<file path="config.mk">
export PLATFORM = sky130hd
export DESIGN_NAME = pipe_skid_stage
export DESIGN_NICKNAME = d
export VERILOG_FILES = /design/src/rtl/pipe_pkg.sv /design/src/rtl/pipe_skid_stage.sv
export SDC_FILE = /design/constraint.sdc
export NUM_CORES = 1
export LEC_CHECK = 0
export BUFFER_PORTS_ARGS = -buffer_cell sky130_fd_sc_hd__buf_2
export CAP_MARGIN = 10
export CORE_ASPECT_RATIO = 1.2
export CORE_MARGIN = 2
export CORE_UTILIZATION = 40
export CTS_CLUSTER_DIAMETER = 200
export DETAILED_ROUTE_END_ITERATION = 10
export GPL_ROUTABILITY_DRIVEN = 1
export PLACE_DENSITY_LB_ADDON = 0.05
export REMOVE_ABC_BUFFERS = 1
export SYNTH_ARGS = -nofsm -noshare
export SYNTH_HDL_FRONTEND = slang
export SYNTH_SLANG_ARGS = --single-unit
</file>
<file path="constraint.sdc">
create_clock -name clk -period 2.3 [get_ports clk]
set_input_delay 0.23 -clock clk [delete_from_list [all_inputs] [get_ports clk]]
set_output_delay 0.23 -clock clk [all_outputs]
set_load 0.03 [all_outputs]
</file>
<file path="src/rtl/pipe_pkg.sv">
// Shared pipeline-stage definitions: skid-stage state encoding and helpers.
// Other pipeline boundaries import this package so they agree on the encoding.
package pipe_pkg;

  typedef enum logic [1:0] {
    ST_EMPTY = 2'b00,
    ST_ONE   = 2'b01,
    ST_FULL  = 2'b10
  } pipe_state_e;

  // Number of entries held in a given state.
  function automatic logic [1:0] state_occupancy(input pipe_state_e st);
    logic [1:0] occ;
    case (st)
      ST_ONE:  occ = 2'd1;
      ST_FULL: occ = 2'd2;
      default: occ = 2'd0;
    endcase
    return occ;
  endfunction

endpackage

</file>
<file path="src/rtl/pipe_skid_stage.sv">
// Two-entry skid buffer between pipeline stages. All handshake outputs are
// decoded from registered state, breaking ready/valid combinational paths.
module pipe_skid_stage
  import pipe_pkg::*;
#(
  parameter int unsigned WIDTH = 32
) (
  input  logic             clk,
  input  logic             rst,
  input  logic             flush,
  input  logic             in_valid,
  output logic             in_ready,
  input  logic [WIDTH-1:0] in_data,
  output logic             out_valid,
  input  logic             out_ready,
  output logic [WIDTH-1:0] out_data,
  output logic [1:0]       occupancy
);

  pipe_state_e      state_q, state_d;
  logic [WIDTH-1:0] main_q, main_d;
  logic [WIDTH-1:0] skid_q, skid_d;
  logic             push, pop;

  assign in_ready  = (state_q != ST_FULL);
  assign out_valid = (state_q != ST_EMPTY);
  assign out_data  = main_q;
  assign occupancy = state_occupancy(state_q);

  assign push = in_valid & in_ready;
  assign pop  = out_valid & out_ready;

  always_comb begin
    state_d = state_q;
    main_d  = main_q;
    skid_d  = skid_q;

    case (state_q)
      ST_EMPTY: begin
        if (push) begin
          state_d = ST_ONE;
          main_d  = in_data;
        end
      end
      ST_ONE: begin
        if (push && pop) begin
          main_d = in_data;
        end else if (push) begin
          state_d = ST_FULL;
          skid_d  = in_data;
        end else if (pop) begin
          state_d = ST_EMPTY;
        end
      end
      ST_FULL: begin
        if (pop) begin
          state_d = ST_ONE;
          main_d  = skid_q;
        end
      end
      default: begin
        state_d = ST_EMPTY;
        main_d  = '0;
        skid_d  = '0;
      end
    endcase

    // Flush wins: any accepted push or completed pop this cycle is dropped.
    if (flush) begin
      state_d = ST_EMPTY;
      main_d  = '0;
      skid_d  = '0;
    end
  end

  always_ff @(posedge clk or posedge rst) begin
    if (rst) begin
      state_q <= ST_EMPTY;
      main_q  <= '0;
      skid_q  <= '0;
    end else begin
      state_q <= state_d;
      main_q  <= main_d;
      skid_q  <= skid_d;
    end
  end

endmodule

</file>
==> results.txt <==
Run status = completed
Antenna cells = 0
Reg2Reg Setup Slack = 0.41 ns
Synth Area in Compound Gates = 0.246
Initial antenna violation count = 0
CTS tree = built
Area after DPL = 3340 um^2
Minimum clock period = 1.89 ns
DRC errors left = 0
Total power draw = 2.62 mW
Final Cycle Share = 0.820
Drt first pass iters = 4
Pwr Density = 742 nW/um^2
Number of vias per cell = 5.21
Final core utilization = 0.491
Number of distinct library cells after synthesis = 28
Worst Path Arrival = 2.08 ns
Die height = 97.9 um
Largest net degree at the start of global routing = 45
Max Freq = 530 MHz
Simple-gate portion of the synthesized area = 0.128
Routed WL = 6.97 mm
R2R Path End = out_data[25]
CP Class = reg2reg
#FFs+latches synth = 66
Clock tree sinks = 66
Synth Area in XOR/XNOR = 0
Setup-failing EPs final = 0
Die ar. = 8060 um^2
Largest cells by area after synthesis = dfrtp_1 (56%), a22o_1 (6.9%), nand2_1 (6.5%)
Slew headroom = 0.618
Post-Synthesis Cells = 277
Clk_lat worst skew = 0.34 ns
Share of layout cells above drive strength 1 = 0.302
Setup TNS = 0 ns
Leakage = 1.71 nW
DP HPWL = 4.38 mm
Gr ovfl total = 0
Mapped Area = 2940 um^2
CTS Buffer Depth = 2
Synth Area in Adders = 0
Port Buffers = 72
Post-CTS Resized = 0
Clock transition at path regs = 0.07 ns
Startpoint class of the critical path = register
VDD IR max = 0.344 mV
Main combinational cell family by area after synthesis = compound AO/OA/AOI/OAI gates
Avg Cell Area, Syn = 10.6 um^2
Final ANT Viol Nets = 0
Crit Path Max Fanout = 44
Starting Density = 0.409
Busiest layer in global routing = met2
Area growth, synth to finish = 20.0%
Sequential fraction of the synthesis area = 0.562
Vias in the first global route = 2300
Max H-tree Level = 3
GPL Wtd Cong = 0.740
Wire per inst = 15.7 um
Most area-hungry cell type in the Yosys netlist = dfrtp_1
Post-synthesis mux area share = 0
Setup crit end = out_data[25]
Worst r2r src = state_q[1]
Via Count = 2313
Max-capacitance violation count = 0
RSZ-0062 raised after global routing = false
Worst min path class = in2reg
Fin nets = 386
Yosys top cell area share = 0.562
IO Count = 73
CTS Root Buffer Type = clkbuf_8
Finished Cell Area = 3530 um^2
Worst-Margin Slew = 0.572 ns
Met1 Use GR = 0.263
CP required = 2.50 ns
CORE AREA = 7190 um^2
Die X-Extent = 82.3 um
Skew final = 0.00668 ns
Setup crit end kind = register
Final count of hold timing violations = 0
Worst reg-to-reg path cell count = 5
Met3 GRT Util = 0.0490
CTS buffer count = 9
Max-slew violations = 0
First-pass GRT wire length = 11.4 mm
Cell Rows = 34
Met2 Use GR = 0.272
DRT iter0 DRCs = 102
Fillers = 697
Ys Warns = 0
CP Launch Point = state_q[1]
Total GRT Usage = 0.187
-- cells in the mapped netlist --
| library cell | instances |
|---|---|
| o31ai_1 | 9 |
| and2_1 | 1 |
| o21ai_0 | 29 |
| o21ai_2 | 5 |
| a211oi_4 | 1 |
| nand2_1 | 51 |
| nand3b_1 | 9 |
| a22o_1 | 23 |
| or2_2 | 1 |
| buf_4 | 2 |
| nor2b_1 | 3 |
| inv_1 | 3 |
| clkinv_1 | 1 |
| a2bb2oi_1 | 1 |
| clkbuf_1 | 7 |
| nor2b_4 | 1 |
| a21o_1 | 1 |
| nand2b_1 | 1 |
| and2b_1 | 1 |
| a22oi_1 | 23 |
| buf_1 | 1 |
| nor2_1 | 12 |
| buf_2 | 3 |
| a21oi_1 | 10 |
| buf_6 | 10 |
| dfrtp_1 | 66 |
| o21a_1 | 1 |
| nand2b_4 | 1 |
-- sequential cells by signal, summed over array words and instances, names as in the netlist --
register  count
skid_q       32
state_q       2
out_data     32
-- worst min path at each step --
stage | slack (ns) | from | endpoint | cells after the start
finish | 0.13 | in_data[4] | skid_q[4] | 2
global route | 0.11 | in_data[4] | skid_q[4] | 2
CTS | 0.11 | in_data[3] | skid_q[3] | 2
detailed placement | 0.33 | rst | out_data[11] | 2
global placement | 0.33 | rst | out_data[16] | 2
floorplan | 0.30 | flush | state_q[0] | 1
-- layout make-up --
class	count	area (um^2)	area share
tap	90	113	0.0319
timing repair buffer	84	465	0.132
clock inverter	3	40.0	0.0113
sequential	66	1650	0.468
multi-input combinational	184	1110	0.313
clock buffer	13	139	0.0393
inverter	4	15.0	0.00425
-- metal layers --
metal	routed length, um	part of all wire	vias up
met5	0	0	-
met3	411	0.059	9
met4	117	0.017	0
li1	-	-	1128
met1	3180	0.46	1113
met2	3260	0.47	63
-- power breakdown --
group | internal, mW | switching, mW
registers | 1.23 | 0.0451
logic | 0.138 | 0.281
clock network | 0.500 | 0.423
-- cells by family after synthesis --
| family | after synthesis |
|---|---|
| flops | 66 |
| buf+inv | 27 |
| compound gates | 103 |
| simple gates | 81 |
-- critical path, stage by stage (launching register included) --
cell and delay, ns:
dfrtp_1 0.53, buf_4 0.25, o21a_1 0.13, a211oi_4 0.23, buf_4 0.44, o21ai_0 0.16
-- layout by cell type (no fill, tap or decap), types with 5 or more instances in the layout --
| cell type | synthesis | final |
|---|---|---|
| nand3b_1 | 9 | 9 |
| dfrtp_1 | 66 | 66 |
| clkbuf_8 | 0 | 9 |
| a22o_1 | 23 | 23 |
| nor2_1 | 12 | 10 |
| buf_4 | 2 | 10 |
| o31ai_1 | 9 | 9 |
| o21ai_0 | 29 | 29 |
| o21ai_2 | 5 | 5 |
| a21oi_1 | 10 | 10 |
| buf_2 | 3 | 72 |
| a22oi_1 | 23 | 23 |
| nand2_1 | 51 | 51 |
-- per-stage QoR --
stage,worst slack [ns],hold WS (ns),instances
global route,0.270,0.111,444
floorplan,-0.252,0.296,254
global placement,0.488,0.327,427
CTS,0.434,0.109,444
finish,0.414,0.128,444
detailed placement,0.429,0.331,427
-- timing repair --
action / CTS / global route
hold buffers: 1 / 0
setup buffers: 0 / 0
hold endpoints to repair: 23 / 0
Note: power is estimated with default switching activity, not from simulation.
